`config.mk`:
```
export PLATFORM = sky130hd
export DESIGN_NAME = dmem_lsu
export DESIGN_NICKNAME = d
export VERILOG_FILES = /design/src/rtl/dmem_lsu_pkg.sv /design/src/rtl/dmem_lsu_align.sv /design/src/rtl/dmem_lsu.sv
export SDC_FILE = /design/constraint.sdc
export NUM_CORES = 1
export LEC_CHECK = 0
export CAP_MARGIN = 0
export CORE_MARGIN = 1
export CORE_UTILIZATION = 52
export CTS_CLUSTER_DIAMETER = 150
export CTS_CLUSTER_SIZE = 20
export DETAILED_ROUTE_END_ITERATION = 8
export GPL_TIMING_DRIVEN = 1
export PLACE_DENSITY_LB_ADDON = 0.08
export SKIP_CTS_REPAIR_TIMING = 1
export SLEW_MARGIN = 0
export SYNTH_ARGS = -nofsm -noshare
export SYNTH_HDL_FRONTEND = slang
export SYNTH_SLANG_ARGS = --single-unit
```
`constraint.sdc`:
```
create_clock -name clk -period 5.28 [get_ports clk]
set_input_delay 1.056 -clock clk [delete_from_list [all_inputs] [get_ports clk]]
set_output_delay 1.056 -clock clk [all_outputs]
set_load 0.03 [all_outputs]
```
`src/rtl/dmem_lsu_pkg.sv`:
```
// Shared types and lane helpers for the data-memory load/store unit.
// Little-endian lane selection: byte lane = addr[1:0], half lane = addr[1].
package dmem_lsu_pkg;

  typedef enum logic [1:0] {
    SZ_BYTE = 2'b00,
    SZ_HALF = 2'b01,
    SZ_WORD = 2'b10
  } size_e;

  typedef enum logic [1:0] {
    IDLE  = 2'b00,
    READ  = 2'b01,
    WRITE = 2'b10,
    RESP  = 2'b11
  } state_e;

  function automatic logic [31:0] lane_extract(input logic [31:0] word,
                                               input logic [1:0]  off,
                                               input logic [1:0]  size,
                                               input logic        uns);
    logic [7:0]  b;
    logic [15:0] h;
    logic [31:0] r;
    case (off)
      2'd0:    b = word[7:0];
      2'd1:    b = word[15:8];
      2'd2:    b = word[23:16];
      default: b = word[31:24];
    endcase
    h = off[1] ? word[31:16] : word[15:0];
    case (size)
      SZ_BYTE: r = uns ? {24'b0, b} : {{24{b[7]}}, b};
      SZ_HALF: r = uns ? {16'b0, h} : {{16{h[15]}}, h};
      SZ_WORD: r = word;
      default: r = '0;
    endcase
    return r;
  endfunction

  function automatic logic [31:0] lane_merge(input logic [31:0] word,
                                             input logic [31:0] wdata,
                                             input logic [1:0]  off,
                                             input logic [1:0]  size);
    logic [31:0] r;
    r = word;
    case (size)
      SZ_BYTE: begin
        case (off)
          2'd0:    r[7:0]   = wdata[7:0];
          2'd1:    r[15:8]  = wdata[7:0];
          2'd2:    r[23:16] = wdata[7:0];
          default: r[31:24] = wdata[7:0];
        endcase
      end
      SZ_HALF: begin
        if (off[1]) r[31:16] = wdata[15:0];
        else        r[15:0]  = wdata[15:0];
      end
      SZ_WORD: r = wdata;
      default: r = word;
    endcase
    return r;
  endfunction

endpackage

```
`src/rtl/dmem_lsu_align.sv`:
```
// Combinational lane extract (loads) and lane merge (sub-word stores).
// Zero latency; no flow control.
module dmem_lsu_align
  import dmem_lsu_pkg::*;
(
  input  logic [31:0] ext_word_i,
  input  logic [31:0] merge_word_i,
  input  logic [31:0] wdata_i,
  input  logic [1:0]  off_i,
  input  logic [1:0]  size_i,
  input  logic        uns_i,
  output logic [31:0] ext_o,
  output logic [31:0] merged_o
);

  assign ext_o    = lane_extract(ext_word_i, off_i, size_i, uns_i);
  assign merged_o = lane_merge(merge_word_i, wdata_i, off_i, size_i);

endmodule

```
`src/rtl/dmem_lsu.sv`:
```
// Load/store unit driving a word-addressed, async-read data memory.
// Latency accept->rsp: error 1, load 2, word store 2, sub-word store 3 (read-modify-write).
module dmem_lsu
  import dmem_lsu_pkg::*;
#(
  parameter int MEM_WORDS = 32,
  parameter int ADDR_W    = 32
) (
  input  logic              clk,
  input  logic              rst_n,
  input  logic              req_valid,
  output logic              req_ready,
  input  logic              req_we,
  input  logic [1:0]        req_size,
  input  logic              req_unsigned,
  input  logic [ADDR_W-1:0] req_addr,
  input  logic [31:0]       req_wdata,
  output logic              rsp_valid,
  output logic [31:0]       rsp_rdata,
  output logic              rsp_err,
  output logic [ADDR_W-1:0] mem_A,
  output logic [31:0]       mem_WD,
  output logic              mem_we,
  input  logic [31:0]       mem_RD
);

  state_e state_q, state_d;

  logic              we_q;
  logic [1:0]        size_q;
  logic              uns_q;
  logic [ADDR_W-1:0] addr_q;
  logic [31:0]       wdata_q;
  logic              err_q;
  logic [31:0]       rd_buf_q;
  logic [31:0]       rdata_q;

  logic              accept;
  logic              req_err;
  logic [ADDR_W-1:0] req_idx;
  logic [31:0]       ext_word;
  logic [31:0]       merged_word;

  assign accept  = req_valid && (state_q == IDLE);
  assign req_idx = {2'b00, req_addr[ADDR_W-1:2]};

  // Out-of-range indices are rejected rather than wrapped into the memory.
  assign req_err = (req_size == 2'b11)
                || (req_size == SZ_HALF && req_addr[0])
                || (req_size == SZ_WORD && req_addr[1:0] != 2'b00)
                || (req_idx >= ADDR_W'(MEM_WORDS));

  dmem_lsu_align u_align (
    .ext_word_i   (mem_RD),
    .merge_word_i (rd_buf_q),
    .wdata_i      (wdata_q),
    .off_i        (addr_q[1:0]),
    .size_i       (size_q),
    .uns_i        (uns_q),
    .ext_o        (ext_word),
    .merged_o     (merged_word)
  );

  always_ff @(posedge clk or negedge rst_n) begin
    if (!rst_n) state_q <= IDLE;
    else        state_q <= state_d;
  end

  always_comb begin
    state_d = state_q;
    case (state_q)
      IDLE: begin
        if (accept) begin
          if (req_err)                              state_d = RESP;
          else if (!req_we || req_size != SZ_WORD)  state_d = READ;
          else                                      state_d = WRITE;
        end
      end
      READ:    state_d = we_q ? WRITE : RESP;
      WRITE:   state_d = RESP;
      default: state_d = IDLE;
    endcase
  end

  always_comb begin
    req_ready = (state_q == IDLE);
    mem_we    = (state_q == WRITE);
    rsp_valid = (state_q == RESP);
    rsp_err   = (state_q == RESP) && err_q;
    rsp_rdata = (state_q == RESP) ? rdata_q : 32'h0;
    mem_A     = '0;
    mem_WD    = 32'h0;
    if (state_q == READ || state_q == WRITE) mem_A = {2'b00, addr_q[ADDR_W-1:2]};
    if (state_q == WRITE) mem_WD = (size_q == SZ_WORD) ? wdata_q : merged_word;
  end

  always_ff @(posedge clk or negedge rst_n) begin
    if (!rst_n) begin
      we_q     <= 1'b0;
      size_q   <= 2'b00;
      uns_q    <= 1'b0;
      addr_q   <= '0;
      wdata_q  <= 32'h0;
      err_q    <= 1'b0;
      rd_buf_q <= 32'h0;
      rdata_q  <= 32'h0;
    end else begin
      if (accept) begin
        we_q    <= req_we;
        size_q  <= req_size;
        uns_q   <= req_unsigned;
        addr_q  <= req_addr;
        wdata_q <= req_wdata;
        err_q   <= req_err;
        rdata_q <= 32'h0;
      end
      if (state_q == READ) begin
        rd_buf_q <= mem_RD;
        if (!we_q) rdata_q <= ext_word;
      end
    end
  end

endmodule

```
Word level (Yosys, flattened, before mapping)
Cells that the tools add are included.

word-level totals
  register bits after elaboration = 135
  bits of input ports = 103
  output and inout port bits = 100
  word-level logic and storage cells = 61

operators by class
  order comparisons = 1
  equality and inequality tests = 12
  multiplexer cells = 24
  reductions and logical operators = 15

operator list
  cell                                                   number
  2-to-1 mux 32 bit                                      8
  one-hot mux 32 bit (3 select lines)                    1
  one-hot mux 32 bit (2 select lines)                    1
  2-to-1 mux 16 bit                                      3
  2-to-1 mux 8 bit                                       4
  >= comparator 30 x 6 -> 1 bit, second input constant   1
  2-to-1 mux 30 bit                                      1
  one-hot mux 8 bit (3 select lines)                     1
  equality test 2 bit, second input constant             6
  equality test 2 x 1 -> 1 bit, second input constant    4
  logical NOT 2 bit                                      3
  2-to-1 mux 2 bit                                       3
  one-hot mux 2 bit (3 select lines)                     1
  logical OR 1 bit                                       5
  logical AND 1 bit                                      4
  OR reduction 3 bit                                     1
  inequality test 2 x 1 -> 1 bit, second input constant  1
  inequality test 2 bit, second input constant           1
  nonzero test 2 bit                                     1
  logical NOT 1 bit                                      1
  2-to-1 mux 1 bit                                       1

Longest topological paths before layout
Gate-level depths: netlist of run 1.

  depth after elaboration = 8
  depth in mapped cells = 8
  depth with buffers taken out = 6

By module
A second synthesis of run 1 with hierarchy kept.

unflattened totals
  cell total of the unflattened synthesis = 755
  area, all modules = 7,817.5 µm²

by module, submodules not included
  module          times used  cells an instance  area an instance (µm²)
  dmem_lsu        1           503                6,104.6
  dmem_lsu_align  1           252                1,712.9

Worst setup path before layout of run 1
Ideal clock, no wire load.

  path kind = reg2out
  start = register size_q[1]
  end = output port mem_WD[16]
  data arrival time = 2,016 ps
  data required time = 4,224 ps
  slack = 2,208 ps
  cell stages (with the launch flop) = 7
  path through = dfrtp_1 > buf_2 > nor2b_1 > buf_2 > buf_1 > nand3_1 > a311oi_1

between the ends
  word-level cells in the longest chain between the ends = 4
  elaborated cells on any way between the ends = 6
  classes of those cells = 2 x eq/ne; 3 x mux; 1 x reduce/logical

RTL lines
  element                                                            line                RTL
  start: declaration                                                 dmem_lsu.sv:30      logic [1:0] size_q;
  start signal: assignment                                           dmem_lsu.sv:110     size_q <= req_size;
  equality test 2 x 1 -> 1 bit or logical NOT 2 bit (tied branches)  dmem_lsu_pkg.sv:47  case (size)
  one-hot mux 32 bit (2 select lines)                                dmem_lsu_pkg.sv:47
  2-to-1 mux 32 bit (*) (2 in a row)                                 dmem_lsu.sv:94      if (state_q == WRITE) mem_WD = (size_q == SZ_WORD) ? wdata_q : merged_word;
  end: declaration                                                   dmem_lsu.sv:22      output logic [31:0] mem_WD,

Every way passes the cells marked *; elsewhere a longest branch is shown, timed or not.

Worst setup path after layout of run 1
  start = register addr_q[1]
  end = output port mem_WD[4]

between the ends
  word-level cells in the longest chain between the ends = 5
  elaborated cells on any way between the ends = 6
  classes of those cells = 5 x mux; 1 x reduce/logical

RTL lines
  element                                  line                RTL
  start: declaration                       dmem_lsu.sv:32      logic [ADDR_W-1:0] addr_q;
  start signal: assignment                 dmem_lsu.sv:112     addr_q <= req_addr;
  logical NOT 2 bit                        dmem_lsu_pkg.sv:49  case (off)
  2-to-1 mux 8 bit                         dmem_lsu_pkg.sv:49
  one-hot mux 32 bit (2 select lines) (*)  dmem_lsu_pkg.sv:47
  2-to-1 mux 32 bit (*) (2 in a row)       dmem_lsu.sv:94

Marked as above.

==> results of run 1 <==
critical path, stage by stage, from the launching register on:
cell and delay, ns:
dfrtp_1 0.88, inv_1 0.52, a21oi_1 0.70, o21ai_0 0.19
a21oi_1 0.19, clkdlybuf4s50_1 0.70
flip-flops by register name (all words and copies together) (netlist names):
signal    cells
err_q         1
rdata_q      32
addr_q       32
uns_q         1
wdata_q      32
we_q          1
rd_buf_q     32
size_q        2
state_q       2
synth_stat cells (2+ instances only):
library cell	count	area share (%)
dfrtp_1	135	47
mux2_2	115	18
and2_1	64	5.6
nand2_1	39	2.1
a21oi_1	29	2.0
a22oi_1	25	2.6
nand3_1	24	1.7
clkbuf_1	22	1.2
a221o_1	17	2.4
nor2_1	15	0.79
buf_2	14	0.98
o21ai_0	13	0.91
mux2i_1	12	1.7
inv_1	11	0.58
or2_2	10	0.88
a311oi_1	8	0.98
buf_1	8	0.42
o2bb2ai_1	8	0.98
a22o_1	6	0.74
mux4_2	5	1.6
nand2b_1	5	0.44
nor2b_1	5	0.44
nor4_1	5	0.44
a222oi_1	4	0.56
a31oi_1	4	0.35
ha_1	4	0.70
buf_4	3	0.32
nor3_1	3	0.21
o221ai_1	3	0.37
a32oi_1	2	0.25
buf_6	2	0.32
o21bai_1	2	0.21
cell type report:
| cell class | instances | area, um2 | share of cell area [%] |
|---|---|---|---|
| inverter | 11 | 41.3 | 0.419 |
| clock buffer | 19 | 453 | 4.60 |
| tap | 176 | 220 | 2.24 |
| clock inverter | 13 | 193 | 1.96 |
| sequential | 135 | 3380 | 34.3 |
| timing repair buffer | 209 | 2070 | 21.0 |
| multi-input combinational | 442 | 3490 | 35.5 |
cells by family after synthesis:
kind of cell,Yosys count
AO/OA/AOI/OAI,127
adder cells (fa/ha/maj),4
buffers and inverters,60
flip-flops,135
multiplexers,132
other,1
AND/OR/NAND/NOR,177
through the flow:
step	utilization, %	total power [mW]	cells	hold slack, ns	worst slack, ns
3_3_place_gp	69.2	5.42	973	0.473	1.31
6_report	74.1	6.88	1005	0.486	0.607
4_1_cts	74.1	6.86	1005	0.490	0.702
3_5_place_dp	69.2	5.53	973	0.477	1.16
2_1_floorplan	-	4.27	637	0.448	2.21
5_1_grt	74.1	7.19	1005	0.511	0.394
layer usage:
layer | part of all wire [%] | GRT usage [%]
met1 | 44 | 44.1
met2 | 46 | 47.1
met3 | 7.7 | 6.13
met4 | 2.6 | 11.7
met5 | 0 | 0
worst paths after layout:
check,from,endpoint,slack (ns),cells after the start
worst max-delay path,addr_q[1]$_DFFE_PN0P_,mem_WD[4],0.61,5
worst min-delay path,rdata_q[8]$_DFF_PN0_,rdata_q[8]$_DFF_PN0_,0.49,2
worst max register to register,state_q[1]$_DFFE_PN0P_,rdata_q[25]$_DFF_PN0_,2.58,7
worst min register to register,rdata_q[8]$_DFF_PN0_,rdata_q[8]$_DFF_PN0_,0.49,2
max in group asynchronous,rst_n,rdata_q[4]$_DFF_PN0_,3.51,2
min in group asynchronous,rst_n,addr_q[29]$_DFFE_PN0P_,0.75,1
power by group through the flow:
| stage | clock (mW) | combinational (mW) | sequential, mW |
|---|---|---|---|
| 2_1_floorplan | 0 | 2.54 | 1.74 |
| 3_5_place_dp | 0 | 3.54 | 1.99 |
| 5_1_grt | 1.35 | 3.78 | 2.06 |
| 3_3_place_gp | 0 | 3.46 | 1.96 |
| 4_1_cts | 1.31 | 3.57 | 1.98 |
| 6_report | 1.30 | 3.57 | 2.01 |
placed cells by master (no fill, tap or decap), types with 2 or more instances in the layout:
master / n
a22oi_1: 25
mux4_2: 5
a32oi_1: 2
or2_2: 10
clkbuf_8: 2
clkinv_4: 3
a222oi_1: 4
a22o_1: 6
inv_6: 3
nor2_1: 15
nand3_1: 24
clkinvlp_4: 2
a31oi_1: 4
inv_1: 11
a21oi_1: 28
o21bai_1: 2
nor2b_1: 5
conb_1: 2
nor4_1: 5
nand2b_1: 5
clkbuf_16: 17
a221o_1: 17
nor3_1: 2
ha_1: 4
mux2_2: 115
mux2i_1: 12
o2bb2ai_1: 8
and2_1: 64
buf_4: 10
dfrtp_1: 135
o221ai_1: 3
a311oi_1: 8
nand2_1: 38
o21ai_0: 13
bufinv_16: 4
clkdlybuf4s50_1: 199
==> summary.md, run 1 <==
| Metric | Value |
|---|---|
| Tmin final | `4.67 ns` |
| Drt wl/cell | `21.2 um` |
| Clock buffer count from CTS | `17` |
| Area of the die | `14,200 um2` |
| Status | `finished, final reports clean` |
| Global-route wire length before repair | `approximately 33,000 um` |
| Leak Pwr | `roughly 4 nW` |
| Design area | `approximately 10000 um2` |
| Post-Route WL | `around 21,000 um` |
| Area Growth Syn to Fin | `38.2%` |
| Fillers | `between 800 and 900` |
| Max-slew violations | `0` |
| Register area share after synthesis | `a little under half` |
| Cell variety after synth | `46` |
| Synth Area in Adders | `less than 1%` |
| Number of flops mapped to enable cells by yosys | `0` |
| Placed cell areas | `9200 um2` |
| Clk sinks | `~140` |
| Multiplexer area fraction after synthesis | `between 20% and 30%` |
| Slew @ Worst Pin | `roughly 1 ns` |
| Die W | `between 100 and 150 um` |
| TritonRoute pass-1 iters | `6` |
| IO Port Bufs | `200` |
| Syn avg cell area | `~11 um2` |
| # setup viols final | `0` |
| Antenna Diode Count | `0` |
| Max-cap violations | `0` |
| Internal power | `4.00 mW` |
| Final ANT Viol Nets | `0` |
| # rows | `42` |
| Switch Pwr | `approximately 2.9 mW` |
| Final period util | `88.5%` |
| Most used DFF post-synth | `dfrtp_1` |
| Main combinational cell family by area after synthesis | `multiplexers` |
| Pwr dens | `roughly 700 nW/um2` |
| Die height | `between 100 and 150 um` |
| VDD IR max | `421 uV` |
| Clk_skew | `0.00518 ns` |
| Vias/cell | `between 6 and 7` |
| CP endpoint kind | `primary output` |
| Final hold violation count | `0` |
| Initial Util | `a little over half` |
| # DRC | `0` |
| Switching Fraction | `roughly two fifths` |
| Post-Synthesis Cells | `around 640` |
| # H-tree levels | `4` |
| RSZ-0062 raised after global routing | `no` |
| Reg power frac | `29.2%` |
| Reg clk slew, reported paths | `~0.060 ns` |
| Via Count | `6,051` |
| Final #Nets | `923` |
| Crit path arrival time | `approximately 3.6 ns` |
| Complex-gate fraction of the synthesized area | `roughly an eighth` |
| Kind of critical path | `reg2out` |
| Cell Area, Synth | `about 7100 um2` |
| TritonCTS clock tree | `yes` |
| Crit start category | `register` |
| Synthesis Warnings | `0` |
| Setup TNS | `0 ns` |
| Worst-skew pair later-pin latency | `approximately 0.43 ns` |
| Fraction of layout cells with a size suffix above 1 | `~21%` |
| Hpwl dp | `around 15,000 um` |
| Crit path max fanout | `19` |
| Clock buffer depth | `2` |
| Comb power frac | `51.9%` |
| Overflow after GRT | `0` |
| Max Clk Rate | `0.214 GHz` |
| Worst rel slew slack | `31.0%` |
| GPL Wtd Cong | `roughly 0.9` |
| Clk pwr share | `18.9%` |
| Root Buffer Master | `clkbuf_16` |
| Asr flop ratio synth | `between 90% and 100%` |
| I/O pins | `203` |
| WP data required | `4.22 ns` |
| Hold crit path type | `reg2reg` |
| Core area | `around 13,000 um2` |
| Post-synthesis share of cell area spent on xor and xnor gates | `0%` |
| Vias in the first global route | `around 6k` |
| Simple-Gate Fraction of Synth Area | `~13%` |
| Initial antenna violation count | `0` |
| Synthesis-stage register bit count | `around 140` |
| All-Layer GR Usage | `between 30% and 40%` |
| Largest net degree at the start of global routing | `69` |
| Initial DRC count | `around 800` |
(Power assumes the default switching activity.)
==> run 2: changes to the inputs <==
--- a/config.mk
+++ b/config.mk
@@ -6,7 +6,7 @@
 export NUM_CORES = 1
 export LEC_CHECK = 0
 export CAP_MARGIN = 0
-export CORE_MARGIN = 1
+export CORE_MARGIN = 2
 export CORE_UTILIZATION = 52
 export CTS_CLUSTER_DIAMETER = 150
 export CTS_CLUSTER_SIZE = 20
==> summary.md, run 2 (synthesized netlist as in run 1, its figures left out) <==
| Metric | Value |
|---|---|
| IO Port Bufs | `200 (unchanged)` |
| Worst-skew pair later-pin latency | `0.42 ns (was 0.43 ns)` |
| Tmin final | `4.72 ns (was 4.67 ns)` |
| Worst rel slew slack | `28.8% (was 31.0%)` |
| Hold crit path type | `reg2reg (unchanged)` |
| Kind of critical path | `reg2out (unchanged)` |
| Reg clk slew, reported paths | `0.06 ns (about the same)` |
| DP Cell Count | `973 (unchanged)` |
| Placed cell areas | `9200 um2 (unchanged)` |
| Final ANT Viol Nets | `0 (unchanged)` |
| Status | `finished, final reports clean (unchanged)` |
| Max-cap violations | `0 (unchanged)` |
| RSZ-0062 raised after global routing | `no (unchanged)` |
| Fraction of layout cells with a size suffix above 1 | `21.2% (was 21.5%)` |
| Hold_ws | `0.499 ns (was 0.486 ns)` |
| Antenna Diode Count | `0 (unchanged)` |
| Die height | `121 um (was 119 um)` |
| Fin worst setup slack | `0.562 ns (was 0.607 ns)` |
| Most Frequent Cell on Critical Path | `a21oi_1 (unchanged)` |
| VDD IR max | `454 uV (was 421 uV)` |
| Leading cell type in the layout, fill and taps excluded | `clkdlybuf4s50_1 (unchanged)` |
| # H-tree levels | `4 (unchanged)` |
| Setup TNS | `0 ns (unchanged)` |
| Switch Pwr | `2.85 mW (was 2.88 mW)` |
| Internal power | `3.97 mW (was 4.00 mW)` |
| FF-to-FF End | `wdata_q[9]$_DFFE_PN0P_ (was rdata_q[25]$_DFF_PN0_)` |
| I/O pins | `203 (unchanged)` |
| Global-route wire length before repair | `33,100 um (was 33,400 um)` |
| Initial Util | `53.6% (unchanged)` |
| Critical Path Sink | `mem_WD[4] (unchanged)` |
| Switching Fraction | `41.8% (about the same)` |
| Clock buffer count from CTS | `17 (unchanged)` |
| # DRC | `0 (unchanged)` |
| Slowest stage delay, CP | `0.91 ns (was 0.88 ns)` |
| Comb power frac | `52.4% (was 51.9%)` |
| Core Util, Final | `73.8% (was 74.1%)` |
| Root Buffer Master | `clkbuf_16 (unchanged)` |
| # rows | `42 (unchanged)` |
| Post-Route WL | `21,300 um (about the same)` |
| Clk_skew | `0.00435 ns (was 0.00518 ns)` |
| HP Start | `addr_q[10]$_DFFE_PN0P_ (was rdata_q[8]$_DFF_PN0_)` |
| Max-slew violations | `0 (unchanged)` |
| Most frequent cells in the layout | `199 x clkdlybuf4s50_1, 135 x dfrtp_1, 115 x mux2_2 (unchanged)` |
| # setup viols final | `0 (unchanged)` |
| Clock buffer depth | `2 (unchanged)` |
| Final instance count without filler cells | `1,003 (was 1,005)` |
| Clk pwr share | `18.0% (was 18.9%)` |
| FF-to-FF path depth | `5 (was 7)` |
| Crit start category | `register (unchanged)` |
| WP data required | `4.22 ns (about the same)` |
| R2r setup slk | `2.55 ns (was 2.58 ns)` |
| Initial DRC count | `675 (was 791)` |
| Vias in the first global route | `6,002 (was 6,089)` |
| Via Count | `6,116 (was 6,051)` |
| TritonRoute pass-1 iters | `6 (unchanged)` |
| Final Power | `6.81 mW (was 6.88 mW)` |
| CP cell instances | `inv_1 -> a21oi_1 -> o21ai_0 -> a21oi_1 -> clkdlybuf4s50_1 (unchanged)` |
| Crit path max fanout | `19 (unchanged)` |
| Largest net degree at the start of global routing | `70 (was 69)` |
| Final hold violation count | `0 (unchanged)` |
| Core area | `13,300 um2 (unchanged)` |
| Clk sinks | `135 (unchanged)` |
| Vias/cell | `6.10 (was 6.02)` |
| Hpwl dp | `15,300 um (was 15,200 um)` |
| Reg power frac | `29.6% (was 29.2%)` |
| All-Layer GR Usage | `29.8% (was 31.1%)` |
| Drt wl/cell | `21.3 um (was 21.2 um)` |
| GPL Wtd Cong | `0.859 (was 0.878)` |
| Design area | `9810 um2 (was 9850 um2)` |
| Area Growth Syn to Fin | `37.6% (was 38.2%)` |
| Pwr dens | `695 nW/um2 (was 699 nW/um2)` |
| Leak Pwr | `4.05 nW (was 4.07 nW)` |
| TritonCTS clock tree | `yes (unchanged)` |
| Crit-path slowest cell | `dfrtp_1 (unchanged)` |
| RR Startpoint | `state_q[0]$_DFFE_PN0P_ (was state_q[1]$_DFFE_PN0P_)` |
| Area of the die | `14,700 um2 (was 14,200 um2)` |
| CP endpoint kind | `primary output (unchanged)` |
| Final period util | `89.4% (was 88.5%)` |
| Overflow after GRT | `0 (unchanged)` |
| Crit path from | `addr_q[1]$_DFFE_PN0P_ (unchanged)` |
| Final #Nets | `923 (unchanged)` |
| Setup WS pre-CTS | `1.13 ns (was 1.16 ns)` |
| Initial antenna violation count | `0 (unchanged)` |
| Crit path arrival time | `3.66 ns (was 3.62 ns)` |
| Die W | `121 um (was 119 um)` |
| Max Clk Rate | `0.212 GHz (was 0.214 GHz)` |
| Slew @ Worst Pin | `1.06 ns (was 1.03 ns)` |
run 2: worst min-delay path by stage:
stage,endpoint,slack (ns),cells past startpoint
after floorplan,rdata_q[0]$_DFF_PN0_,0.45,2
after global placement,rdata_q[8]$_DFF_PN0_,0.47,2
after detailed placement,rdata_q[14]$_DFF_PN0_,0.48,2
after CTS,rdata_q[14]$_DFF_PN0_,0.49,2
after global routing,addr_q[24]$_DFFE_PN0P_,0.52,1
final,addr_q[10]$_DFFE_PN0P_,0.50,1
run 2: power by group through the flow:
stage / combinational [mW] / sequential, mW / clock [mW]
floorplan: 2.54 / 1.74 / 0
global placement: 3.44 / 1.97 / 0
detailed placement: 3.53 / 2.00 / 0
CTS: 3.56 / 1.99 / 1.24
global route: 3.79 / 2.07 / 1.29
finish: 3.57 / 2.02 / 1.23
run 2: worst max-delay path, delay by kind of cell, from the launching register on:
kind | cells | cell delay (ns)
AOI/OAI and AO/OA | 3 | 1.10
DFF | 1 | 0.91
buffers and inverters | 2 | 1.23
run 2: final cells by class:
cell class	count	area, um2
fill	915	3490
sequential	135	3380
tap	176	220
timing repair buffer	209	2070
clock buffer	18	429
inverter	11	41.3
multi-input combinational	442	3490
clock inverter	12	179
run 2: metal layers:
layer | wire length (um) | vias to the layer above | GRT usage (%) | share of wire [%]
met3 | 1780 | 51 | 7.05 | 8.3
li1 | - | 2682 | - | -
met2 | 9830 | 344 | 44.8 | 46
met1 | 9100 | 3039 | 42.1 | 43
met5 | 0 | - | 0 | 0
met4 | 622 | 0 | 11.4 | 2.9
==> run 3: changes to the inputs <==
--- a/config.mk
+++ b/config.mk
@@ -13,7 +13,6 @@
 export DETAILED_ROUTE_END_ITERATION = 8
 export GPL_TIMING_DRIVEN = 1
 export PLACE_DENSITY_LB_ADDON = 0.08
-export SKIP_CTS_REPAIR_TIMING = 1
 export SLEW_MARGIN = 0
 export SYNTH_ARGS = -nofsm -noshare
 export SYNTH_HDL_FRONTEND = slang
==> results of run 3 <==
Final layout, timing and power as in run 2 (identical DEF).
